### src/rtl/tree_pkg.sv
// Shared definitions for the multibit-tree updater: request op encodings,
// FSM states and the tag -> (group, leaf) index split.
package tree_pkg;

  localparam logic OP_INSERT = 1'b1;
  localparam logic OP_DELETE = 1'b0;

  typedef enum logic [1:0] {
    ST_IDLE,
    ST_LOAD,
    ST_UPDATE,
    ST_RESP
  } tree_state_t;

  // Upper lvl_bits of the tag select the group, lower lvl_bits the leaf bit.
  function automatic int unsigned tag_group(input int unsigned tag,
                                            input int unsigned lvl_bits);
    return tag >> lvl_bits;
  endfunction

  function automatic int unsigned tag_leaf(input int unsigned tag,
                                           input int unsigned lvl_bits);
    return tag & ((32'd1 << lvl_bits) - 32'd1);
  endfunction

endpackage

### src/rtl/tree_leaf_update.sv
// Combinational next-leaf-word / next-count / error for one tree group.
// Counter ports exist only when TREE_DUP_COUNT_EN is defined.
module tree_leaf_update
  import tree_pkg::*;
#(
  parameter int unsigned LVL_BITS = 3
`ifdef TREE_DUP_COUNT_EN
  ,
  parameter int unsigned CNT_W = 4
`endif
) (
  input  logic [2**LVL_BITS-1:0] leaf_word,
  input  logic [LVL_BITS-1:0]    leaf_idx,
  input  logic                   op,
`ifdef TREE_DUP_COUNT_EN
  input  logic [CNT_W-1:0]       cnt,
  output logic [CNT_W-1:0]       next_cnt,
`endif
  output logic [2**LVL_BITS-1:0] next_word,
  output logic                   err
);

  always_comb begin
    next_word = leaf_word;
    err       = 1'b0;
`ifdef TREE_DUP_COUNT_EN
    next_cnt  = cnt;
    if (op == OP_INSERT) begin
      if (cnt == '1) begin
        err = 1'b1;
      end else begin
        next_cnt            = cnt + CNT_W'(1);
        next_word[leaf_idx] = 1'b1;
      end
    end else begin
      if (cnt == '0 || !leaf_word[leaf_idx]) begin
        err = 1'b1;
      end else begin
        next_cnt = cnt - CNT_W'(1);
        // Leaf bit tracks occupancy: it drops only with the last duplicate.
        if (cnt == CNT_W'(1)) next_word[leaf_idx] = 1'b0;
      end
    end
`else
    if (op == OP_INSERT) begin
      if (leaf_word[leaf_idx]) err = 1'b1;
      else                     next_word[leaf_idx] = 1'b1;
    end else begin
      if (!leaf_word[leaf_idx]) err = 1'b1;
      else                      next_word[leaf_idx] = 1'b0;
    end
`endif
  end

endmodule

### src/rtl/multibit_tree_updater.sv
// Insert/delete read-modify-write engine for the two-level tag bitmap tree.
// Optional per-tag duplicate counters are enabled by TREE_DUP_COUNT_EN.
module multibit_tree_updater
  import tree_pkg::*;
#(
  parameter int unsigned LVL_BITS = 3,
  parameter int unsigned CNT_W    = 4
) (
  input  logic                            clk,
  input  logic                            rst,
  input  logic                            req_valid,
  output logic                            req_ready,
  input  logic                            req_op,
  input  logic [2*LVL_BITS-1:0]           req_tag,
  output logic                            done_valid,
  output logic                            done_err,
  output logic [2**LVL_BITS-1:0]          lvl0_map,
  output logic [2**(2*LVL_BITS)-1:0]      lvl1_map,
  output logic [2*LVL_BITS+CNT_W-1:0]     tag_count
);

  localparam int unsigned TAG_W  = 2 * LVL_BITS;
  localparam int unsigned FANOUT = 2 ** LVL_BITS;
  localparam int unsigned CW     = TAG_W + CNT_W;

  tree_state_t state, state_nxt;

  logic [TAG_W-1:0]    tag_q;
  logic                op_q;
  logic [FANOUT-1:0]   ld_word;
  logic [FANOUT-1:0]   nxt_word;
  logic                upd_err;
  logic [LVL_BITS-1:0] grp;
  logic [LVL_BITS-1:0] leaf;
  logic [TAG_W-1:0]    word_base;

  assign grp       = LVL_BITS'(tag_group(32'(tag_q), LVL_BITS));
  assign leaf      = LVL_BITS'(tag_leaf(32'(tag_q), LVL_BITS));
  assign word_base = {grp, {LVL_BITS{1'b0}}};

`ifdef TREE_DUP_COUNT_EN
  logic [CNT_W-1:0] cnt_mem [2**TAG_W];
  logic [CNT_W-1:0] ld_cnt;
  logic [CNT_W-1:0] nxt_cnt;
`endif

  tree_leaf_update #(
    .LVL_BITS (LVL_BITS)
`ifdef TREE_DUP_COUNT_EN
    ,
    .CNT_W    (CNT_W)
`endif
  ) u_leaf_update (
    .leaf_word (ld_word),
    .leaf_idx  (leaf),
    .op        (op_q),
`ifdef TREE_DUP_COUNT_EN
    .cnt       (ld_cnt),
    .next_cnt  (nxt_cnt),
`endif
    .next_word (nxt_word),
    .err       (upd_err)
  );

  always_ff @(posedge clk) begin
    if (rst) state <= ST_IDLE;
    else     state <= state_nxt;
  end

  always_comb begin
    state_nxt = state;
    case (state)
      ST_IDLE:   if (req_valid) state_nxt = ST_LOAD;
      ST_LOAD:   state_nxt = ST_UPDATE;
      ST_UPDATE: state_nxt = ST_RESP;
      ST_RESP:   state_nxt = ST_IDLE;
      default:   state_nxt = ST_IDLE;
    endcase
  end

  // Handshake outputs decode the registered state only.
  assign req_ready  = (state == ST_IDLE);
  assign done_valid = (state == ST_RESP);

  always_ff @(posedge clk) begin
    if (rst) begin
      tag_q     <= '0;
      op_q      <= OP_DELETE;
      ld_word   <= '0;
      done_err  <= 1'b0;
      lvl0_map  <= '0;
      lvl1_map  <= '0;
      tag_count <= '0;
`ifdef TREE_DUP_COUNT_EN
      ld_cnt    <= '0;
      for (int unsigned i = 0; i < 2**TAG_W; i++) cnt_mem[i] <= '0;
`endif
    end else begin
      case (state)
        ST_IDLE: begin
          if (req_valid) begin
            tag_q <= req_tag;
            op_q  <= req_op;
          end
        end
        ST_LOAD: begin
          ld_word <= lvl1_map[word_base +: FANOUT];
`ifdef TREE_DUP_COUNT_EN
          ld_cnt  <= cnt_mem[tag_q];
`endif
        end
        ST_UPDATE: begin
          done_err <= upd_err;
          if (!upd_err) begin
            // Leaf word and its summary bit move on the same edge.
            lvl1_map[word_base +: FANOUT] <= nxt_word;
            lvl0_map[grp]                 <= |nxt_word;
            if (op_q == OP_INSERT) tag_count <= tag_count + CW'(1);
            else                   tag_count <= tag_count - CW'(1);
`ifdef TREE_DUP_COUNT_EN
            cnt_mem[tag_q] <= nxt_cnt;
`endif
          end
        end
        default: ;
      endcase
    end
  end

endmodule

### config.mk
export PLATFORM = sky130hd
export DESIGN_NAME = multibit_tree_updater
export DESIGN_NICKNAME = d
export VERILOG_FILES = /design/src/rtl/tree_pkg.sv /design/src/rtl/tree_leaf_update.sv /design/src/rtl/multibit_tree_updater.sv
export SDC_FILE = /design/constraint.sdc
export NUM_CORES = 1
export LEC_CHECK = 0
export ABC_AREA = 1
export CORE_MARGIN = 2
export CORE_UTILIZATION = 45
export CTS_BUF_LIST = sky130_fd_sc_hd__clkbuf_2
export DETAILED_ROUTE_END_ITERATION = 8
export GPL_ROUTABILITY_DRIVEN = 0
export GPL_TIMING_DRIVEN = 0
export PLACE_DENSITY = 0.8
export SYNTH_ARGS = -nofsm -noshare
export SYNTH_HDL_FRONTEND = slang
export SYNTH_HIERARCHICAL = 1
export SYNTH_SLANG_ARGS = --single-unit
### constraint.sdc
create_clock -name clk -period 2.1 [get_ports clk]
set_input_delay 0.21 -clock clk [delete_from_list [all_inputs] [get_ports clk]]
set_output_delay 0.21 -clock clk [all_outputs]
set_load 0.01 [all_outputs]
==> out/results.ini, run 1 <==
[timing]
setup_viol_count_final = 1
post-route-min-period_ns = 2.150
post-route-period-util_pct = 102.4
maxSlewHeadroom_pct = 45.89
skew_ns = 0.04897
fmax_mhz = 465.2
slew_viol_final = 0
tightest_slew_ns = 0.8117
rsz0062_at_grt = yes
worst_slack_ns = -0.04960
finalHoldViolCount = 0

[cells_and_area]
finalNetCount = 864
fin_cells = 982
drive_above_1_share_pct = 16.05
area_growth_pct = 36.12

[route]
routed_via_density = 5.817
wl_um = 17380
drt_iter0_drc = 838
routed-via-count = 5712
first_pass_iters = 5
wl_per_cell_um = 17.70
drc = 0
antenna_left = 0

[synth]
synthXorXnorAreaFrac_pct = 0.5136
synth_top_area_share_pct = 39.13
synth_area_leaders = dfxtp_1 (39%), nor2_1 (8.4%), o21ai_0 (8.3%)
synthMostInstantiatedCell = nor2_1
synth_async_sr_flop_share_pct = 0
yosysUniqueCellTypes = 42
synth-seq-cells = 100
synth_fp_nets = 736
yosys.area_share.adder_pct = 4.549
synthMuxAreaShare_pct = 1.785
syn_area_sq_um = 5116
synthSimpleGateAreaFrac_pct = 22.28
synth_enable_flop_cells = 0
yosysWarnings = 6
synth_area_leader_cell = dfxtp_1
avgSynthCellArea_sq_um = 7.226
synth_ff_type = dfxtp_1
seq_area_frac_synth_pct = 39.13
synth_cells = 708
synth_commonest_cells = nor2_1 (115), dfxtp_1 (100), o21ai_0 (85)
synth_top_family_by_area = simple AND/OR/NAND/NOR gates
synth_compound_gate_area_share_pct = 22.06

[pwr]
power.switching_mw = 3.299
ir_drop_uv = 553.1
power_mw = 7.137
internal-power_mw = 3.837
power_frac_seq_pct = 32.9
p_sw_share_pct = 46.23
combPwrFrac_pct = 51.3
power_leakage_nw = 2.777
clkPwrFrac_pct = 15.8
power.density_nw_per_um2 = 1025

[clock_network]
numCtsBuffers = 9
clkTransAtPathRegs_ns = 0.30
clk_latency_ns = 0.62
ctsHtreeMaxLevel = 3
clockRootBuffer = clkbuf_2
cts_num_sinks = 100
tritoncts = yes
cts_buffer_depth = 2

[grt]
grtUsageMet2_pct = 37.38
track_usage_pct = 26.44
grt_max_degree = 18
grt_pass1_vias = 4927
top_usage_layer = met1
grt_pass1_wl_um = 25970
grt_overflow = 0
grt.met3_usage_pct = 4.501
use_met1_pct = 38.86
antenna_found_initial = 1

[floorplanning]
die_w_um = 110.6
initial_core_util_pct = 46.58
die_y_um = 110.6
core_area_sq_um = 10980
num_rows = 38
io_pins = 95
die-area_sq_um = 12240

[worst_setup_path]
crit_chain = inv_2 -> buf_6 -> ha_2 -> ha_4 -> clkinvlp_4 -> nand2_4 -> buf_4 -> nor3_2 -> o21ai_0 -> a21oi_1
critPathMaxStageDelay_ns = 0.41
path_buf_inv = 4
critical_path_required_ns = 2.64
critPathSlowestCell = dfxtp_4
arrival_ns = 2.69
cp.depth = 10
reg2reg_depth = 10
path_max_fanout = 11
path_class = reg -> reg
worstSetupEndpointType = flip-flop
start_kind = flip-flop
critPathTopFamily = buffers and inverters

[place]
port_buffers = 94
dp_cells = 942
dp_hpwl_um = 11960

[run_status]
violations = negative setup slack
status = finished, violations left

[hold_path]
whs_path_depth = 3
hold_class = in -> reg

[job]
cap_violations = 0

[registers in the layout, summed over array words and instances (netlist names)]
| signal | cells |
|---|---|
| op_q | 1 |
| done_err | 1 |
| lvl1_map | 64 |
| tag_q | 6 |
| ld_word | 8 |
| tag_count | 10 |
| lvl0_map | 8 |
| state | 2 |
[power by group through the flow]
stage | Combinational [mW] | Sequential, mW | Clock (mW)
after CTS | 3.19 | 2.31 | 1.11
final | 3.66 | 2.35 | 1.13
after global routing | 3.97 | 2.38 | 1.19
after floorplan | 2.10 | 2.33 | 0
after global placement | 2.93 | 2.34 | 0
after detailed placement | 2.98 | 2.35 | 0
[routing by layer]
layer	wire (um)	part of all wire (%)
met1	6886	40
met2	7344	42
met3	2378	14
met4	774	4.5
met5	0	0
[cell usage in the layout, fill, tap and decap left out, types with 13 or more instances in the layout]
cell type	instances
nand2_1	70
a211oi_1	16
nand3_1	21
clkdlybuf4s50_1	93
inv_1	76
nor2_1	107
buf_4	21
o21ai_0	73
nor3_2	15
ha_1	15
dfxtp_1	93
a21oi_1	68
clkbuf_1	13
o211ai_1	14
[what timing repair did]
| item | CTS | global route |
|---|---|---|
| resized for setup | 27 | 88 |
| hold buffers | 0 | 0 |
| endpoints found under the setup margin | 72 | 79 |
| gates cloned | 0 | 4 |
| setup buffers | 7 | 13 |
| pin swaps | 3 | 9 |
[cells by family (layout without fill, tap and decap cells)]
family | Yosys count | count (layout)
buffers and inverters | 121 | 254
DFF | 100 | 100
other | 0 | 1
and+or+nand+nor | 257 | 257
AOI/OAI and AO/OA | 201 | 201
muxes | 8 | 8
xor gates and xnor gates | 3 | 3
adders and majority gates | 18 | 18
[path summary, 6_finish.rpt]
| path | to | startpoint | slack (ns) |
|---|---|---|---|
| setup reg to reg | lvl1_map[59] | tag_q[3] | -0.05 |
| setup / recovery | lvl1_map[59] | tag_q[3] | -0.05 |
| hold / removal | tag_q[2] | req_tag[2] | 0.23 |
| hold reg to reg | lvl1_map[11] | lvl1_map[11] | 0.49 |
[worst reg2reg max path, cell delays in order, from the launching register on]
cell and delay (ns):
dfxtp_4 0.41, inv_2 0.15, buf_6 0.18, ha_2 0.21, ha_4 0.16, clkinvlp_4 0.14
nand2_4 0.15, buf_4 0.23, nor3_2 0.08, o21ai_0 0.32, a21oi_1 0.07
[stage by stage]
| step | setup WS, ns | TNS (ns) | hold WS (ns) | util, % | cell area, sq um |
|---|---|---|---|---|---|
| 2_1_floorplan | 0.01551 | 0 | 0.3767 | - | 5125 |
| 3_3_place_gp | -0.4406 | -21.44 | 0.4594 | 56.82 | 6241 |
| 3_5_place_dp | -0.4744 | -23.68 | 0.4668 | 56.82 | 6241 |
| 4_1_cts | -0.04838 | -0.1062 | 0.2174 | 59.59 | 6545 |
| 5_1_grt | -0.09730 | -1.221 | 0.2563 | 63.41 | 6964 |
| 6_report | -0.04960 | -0.04960 | 0.2341 | 63.41 | 6964 |
[final cells by class]
cell class	instances	area [sq um]
fillers	902	4019
flip-flops and latches	100	2021
multi-input cells	487	2884
inverters	86	341.6
plain buffers	34	227.7
repair buffers	118	1169
diodes	1	2.502
clock inverters	6	93.84
clock buffers	10	50.05
well taps	140	175.2
No activity file was read; power rests on OpenSTA's default activity.
==> run 2: changes to the inputs <==
- CTS_BUF_LIST: sky130_fd_sc_hd__clkbuf_2 -> default
- SKIP_CTS_REPAIR_TIMING: default -> 1
==> out/results.ini, run 2 (synthesized netlist as in run 1, its figures left out) <==
[run_status]
status = finished, violations left
violations = negative setup slack

[floorplanning]
die_w_um = 110.6  ; unchanged
core_area_sq_um = 10980  ; unchanged
die-area_sq_um = 12240  ; unchanged
num_rows = 38  ; unchanged
io_pins = 95  ; unchanged
initial_core_util_pct = 46.58  ; unchanged
die_y_um = 110.6  ; unchanged

[cells_and_area]
n_fill_cell = 820  ; -9.1%
regMostFlops = lvl1_map
reg_top3 = lvl1_map: 64 flops, tag_count: 10 flops
antenna_cells = 0  ; -1
layout.cells.most_common = nor2_1
layout_common_cells = nor2_1 (103), dfxtp_1 (95), clkdlybuf4s50_1 (94)
multi_input_area_sq_um = 2994  ; +3.8%
seqCellArea_sq_um = 2013  ; -0.37%
largest_reg_flops = 64  ; unchanged
drive_above_1_share_pct = 17.70  ; +1.6 points
finalNetCount = 865  ; +0.12%
area_growth_pct = 42.11

[clock_network]
clockRootBuffer = clkbuf_16
cts_num_sinks = 100  ; unchanged
clkTransAtPathRegs_ns = 0.07  ; -0.23 ns
tritoncts = yes
cts_buffer_depth = 2  ; unchanged
clk_latency_ns = 0.35  ; -0.27 ns
ctsHtreeMaxLevel = 3  ; unchanged
numCtsBuffers = 9  ; unchanged

[place]
dp_hpwl_um = 11960  ; unchanged
place_ws_ns = -0.4744  ; unchanged
port_buffers = 94  ; unchanged

[worst_setup_path]
critPathMaxStageDelay_ns = 0.32  ; -0.09 ns
path_max_fanout = 7  ; -4
critPathSlowestCell = dfxtp_2
start_kind = flip-flop
crit_chain = buf_6 -> buf_6 -> nand4_1 -> nand2_1 -> nor2_2 -> nand2_1 -> nand2_1 -> nand2_2 -> nor2_8 -> buf_12 -> nand4_1 -> buf_6 -> buf_4 -> a21oi_1
critPathTopFamily = simple AND/OR/NAND/NOR gates
path_buf_inv = 5  ; +1
path_class = reg -> reg
worstSetupEndpointType = flip-flop
critical_path_required_ns = 2.37  ; -0.27 ns
arrival_ns = 2.54  ; -0.15 ns

[route]
first_pass_iters = 5  ; unchanged
wl_um = 19160  ; +10%
routed-via-count = 5961  ; +4.4%
drc = 0  ; unchanged
drt_iter0_drc = 707  ; -16%
antenna_left = 0  ; unchanged
routed_via_density = 6.070  ; +4.4%
wl_per_cell_um = 19.51  ; +10%

[timing]
maxSlewHeadroom_pct = 44.72  ; -1.2 points
rsz0062_at_grt = yes
setup_viol_count_final = 27  ; +26
fmax_mhz = 442.0  ; -5.0%
skew_ns = 0.01142  ; -0.03755 ns
worst_slack_ns = -0.1623  ; -0.1127 ns
post-route-min-period_ns = 2.262  ; +0.1127 ns
slew_viol_final = 0  ; unchanged
tightest_slew_ns = 0.8292  ; +0.01752 ns
finalHoldViolCount = 0  ; unchanged
post-route-period-util_pct = 107.7  ; +5.4 points

[pwr]
power.switching_mw = 3.492  ; +5.8%
ir_drop_uv = 571.4  ; +3.3%
combPwrFrac_pct = 47.9  ; -3.4 points
clkPwrFrac_pct = 23.0  ; +7.2 points
power_mw = 7.997  ; +12%
internal-power_mw = 4.505  ; +17%
power.density_nw_per_um2 = 1100  ; +7.3%
p_sw_share_pct = 43.66  ; -2.6 points
power_frac_seq_pct = 29.1  ; -3.8 points
power_leakage_nw = 2.912  ; +4.8%

[grt]
grt_pass1_wl_um = 26190  ; +0.85%
grt_pass1_vias = 4915  ; -0.24%
track_usage_pct = 26.65  ; +0.20 points
grt_overflow = 0  ; unchanged
antenna_found_initial = 0  ; -1
grt_max_degree = 18  ; unchanged

[job]
cap_violations = 0  ; unchanged

[hold_path]
hold_class = reg -> reg

==> run 2: cell types whose count changed in the layout (fill, tap and decap cells not counted), sizes merged <==
cell / delta
clkinv: +1
diode: -1
inv: -2
buf: +1
clkdlybuf4s50: +1
clkinvlp: +1
dlymetal6s2s: -1
==> run 2: path summary, 6_finish.rpt <==
kind	from	end	slack, ns	cells past startpoint
worst max-delay path	tag_q[1]	lvl1_map[8]	-0.16	14
worst min-delay path	lvl1_map[11]	lvl1_map[11]	0.48	2
worst max register to register	tag_q[1]	lvl1_map[8]	-0.16	14
worst min register to register	lvl1_map[11]	lvl1_map[11]	0.48	2
==> run 2: power groups by stage <==
stage / logic (mW) / registers [mW] / clock network, mW
floorplan: 2.10 / 2.33 / 0
global placement: 2.93 / 2.34 / 0
detailed placement: 2.98 / 2.35 / 0
CTS: 3.01 / 2.31 / 1.83
global route: 4.10 / 2.35 / 1.92
finish: 3.83 / 2.33 / 1.84
==> run 2: routing by layer <==
layer / global-route usage [%] / vias up / share of wire [%]
li1: - / 2648 / -
met3: 5.598 / 145 / 13
met5: 0 / - / 0
met2: 38.65 / 506 / 42
met1: 38.36 / 2662 / 38
met4: 10.92 / 0 / 6.6
==> run 2: cell type report <==
cell class                 instances  area share [%]
tap                              140           2.409
timing repair buffer             119           16.35
multi-input combinational        487           41.18
buffer                            34           3.184
inverter                          86           4.750
clock buffer                      10           3.149
clock inverter                     6           1.291
sequential                       100           27.69
==> run 2: through the flow <==
stage                     std cells  hold WS (ns)  area (sq um)  setup TNS (ns)  util (%)
after floorplan                 708        0.3767          5125               0         -
after global placement          942        0.4594          6241          -21.44     56.82
after detailed placement        942        0.4668          6241          -23.68     56.82
after CTS                       958        0.4791          6564          -26.71     59.76
after global routing            982        0.4917          7271          -5.346     66.20
final                           982        0.4775          7271          -1.802     66.20
==> run 2: tightest hold or removal path, stage by stage, from the launching register on <==
cell and delay (ns):
dfxtp_1 0.33, inv_1 0.05, a21oi_1 0.05
==> run 3: changes to the inputs <==
- PLACE_DENSITY: 0.8 -> default
- PLACE_DENSITY_LB_ADDON: default -> 0.15
==> out/results.ini, run 3 (synthesized netlist as in run 1, its figures left out) <==
[grt]
use_met1_pct = 36.82  ; -1.5 points
grtUsageMet2_pct = 40.94  ; +2.3 points
grt_pass1_vias = 5033  ; +2.4%
grt_overflow = 0  ; unchanged
grt_pass1_wl_um = 26020  ; -0.66%
antenna_found_initial = 0  ; unchanged
top_usage_layer = met2
track_usage_pct = 26.88  ; +0.23 points
grt.met3_usage_pct = 5.653  ; +0.055 points
grt_max_degree = 17  ; -1

[run_status]
status = finished, violations left
violations = negative setup slack

[floorplanning]
die_y_um = 110.6  ; unchanged
initial_core_util_pct = 46.58  ; unchanged
num_rows = 38  ; unchanged
core_area_sq_um = 10980  ; unchanged
io_pins = 95  ; unchanged
die_w_um = 110.6  ; unchanged
die-area_sq_um = 12240  ; unchanged

[cells_and_area]
layout.cells.most_common = nor2_1
largest_reg_flops = 64  ; unchanged
regMostFlops = lvl1_map
finalNetCount = 867  ; +0.23%
reg_top3 = lvl1_map: 64 flops, tag_count: 10 flops
antenna_cells = 0  ; unchanged
n_fill_cell = 911  ; +11%
fin_cells = 984  ; +0.20%
layout_common_cells = nor2_1 (109), dfxtp_1 (95), clkdlybuf4s50_1 (94)
drive_above_1_share_pct = 17.65  ; -0.042 points
area_growth_pct = 41.48
multi_input_area_sq_um = 2989  ; -0.17%
seqCellArea_sq_um = 2013  ; unchanged
fin_area_sq_um = 7238  ; -0.45%

[worst_setup_path]
critical_path_required_ns = 2.34  ; -0.03 ns
critPathSlowestCell = dfxtp_2
critPathTopFamily = simple AND/OR/NAND/NOR gates
critPathMaxStageDelay_ns = 0.36  ; +0.04 ns
regToRegStartpoint = tag_q[0]
arrival_ns = 2.44  ; -0.10 ns
crit_start = tag_q[0]
cp_common_cell = nand2_1
path_max_fanout = 7  ; unchanged
crit_chain = buf_6 -> inv_4 -> nand4_1 -> nand2_1 -> nor2_2 -> nand2_1 -> nand2_1 -> nand2_2 -> nor2_8 -> buf_6 -> nand4_1 -> buf_4 -> o21ai_4 -> a21oi_2
path_buf_inv = 4  ; -1
start_kind = flip-flop
path_class = reg -> reg
worstSetupEndpointType = flip-flop

[clock_network]
tritoncts = yes
cts_num_sinks = 100  ; unchanged
numCtsBuffers = 9  ; unchanged
clkTransAtPathRegs_ns = 0.07  ; about the same
clockRootBuffer = clkbuf_16
cts_buffer_depth = 2  ; unchanged
ctsHtreeMaxLevel = 3  ; unchanged
clk_latency_ns = 0.35  ; about the same

[timing]
tightest_slew_ns = 0.7594  ; -0.06989 ns
fmax_mhz = 456.3  ; +3.2%
slew_viol_final = 0  ; unchanged
setup-tns-final_ns = -0.6802  ; +1.122 ns
post-route-min-period_ns = 2.192  ; -0.07056 ns
rsz0062_at_grt = yes
post-route-period-util_pct = 104.4  ; -3.4 points
worst_slack_ns = -0.09174  ; +0.07056 ns
skew_ns = 0.009236  ; -0.002181 ns
maxSlewHeadroom_pct = 49.38  ; +4.7 points
setup_viol_count_final = 15  ; -44%
finalHoldViolCount = 0  ; unchanged

[route]
routed_via_density = 5.813  ; -4.2%
routed-via-count = 5720  ; -4.0%
wl_um = 17970  ; -6.2%
drt_iter0_drc = 688  ; -2.7%
drc = 0  ; unchanged
wl_per_cell_um = 18.26  ; -6.4%
antenna_left = 0  ; unchanged
first_pass_iters = 7  ; +2

[pwr]
p_sw_share_pct = 43.30  ; -0.36 points
power_frac_seq_pct = 29.7  ; +0.6 points
power.switching_mw = 3.425  ; -1.9%
power.density_nw_per_um2 = 1093  ; -0.66%
power_mw = 7.909  ; -1.1%
ir_drop_uv = 577.3  ; +1.0%
clkPwrFrac_pct = 22.4  ; -0.6 points
internal-power_mw = 4.484  ; -0.48%
combPwrFrac_pct = 47.9  ; about the same
power_leakage_nw = 2.922  ; +0.36%

[place]
dp_cells = 942  ; unchanged
placed_area_sq_um = 6241  ; unchanged
port_buffers = 94  ; unchanged
place_ws_ns = -0.4836  ; -0.009181 ns
dp_hpwl_um = 12580  ; +5.1%

[job]
cap_violations = 0  ; unchanged

[hold_path]
hold_class = reg -> reg
worstHoldStart = lvl1_map[28]

[run 3: routing by layer]
layer  vias up  wire [um]  share of wire [%]
met4         0        586                3.3
met5         -          0                  0
met2       339       8016                 45
li1       2662          -                  -
met1      2667       7543                 42
met3        52       1827                 10
[run 3: path summary, 6_finish.rpt]
check | to | slack, ns | cells after the start
worst min register to register | lvl1_map[28] | 0.47 | 2
worst max register to register | lvl1_map[11] | -0.09 | 14
worst max-delay path | lvl1_map[11] | -0.09 | 14
worst min-delay path | lvl1_map[28] | 0.47 | 2
[run 3: power groups by stage]
stage	combinational, mW	sequential [mW]	clock, mW
2_1_floorplan	2.10	2.33	0
3_5_place_dp	3.01	2.36	0
5_1_grt	4.10	2.36	1.85
6_report	3.79	2.35	1.77
4_1_cts	3.03	2.32	1.78
3_3_place_gp	2.94	2.35	0
[run 3: layout make-up]
class | count | share of cell area (%)
clock inverters | 4 | 0.7606
clock buffers | 12 | 3.682
multi-input cells | 487 | 41.30
flip-flops and latches | 100 | 27.81
well taps | 140 | 2.420
plain buffers | 35 | 3.146
repair buffers | 120 | 16.13
inverters | 86 | 4.754
[run 3: worst reg2reg max path: stages (launching register included)]
cell     delay, ns
dfxtp_2       0.36
buf_6         0.12
inv_4         0.05
nand4_1       0.10
nand2_1       0.09
nor2_2        0.11
nand2_1       0.06
nand2_1       0.07
nand2_2       0.09
nor2_8        0.13
buf_6         0.12
nand4_1       0.29
buf_4         0.28
o21ai_4       0.18
a21oi_2       0.04
[run 3: metrics by stage]
stage	hold WS [ns]	utilization, %
3_3_place_gp	0.4650	56.82
5_1_grt	0.5010	65.90
3_5_place_dp	0.4598	56.82
2_1_floorplan	0.3767	-
4_1_cts	0.4699	59.75
6_report	0.4725	65.90
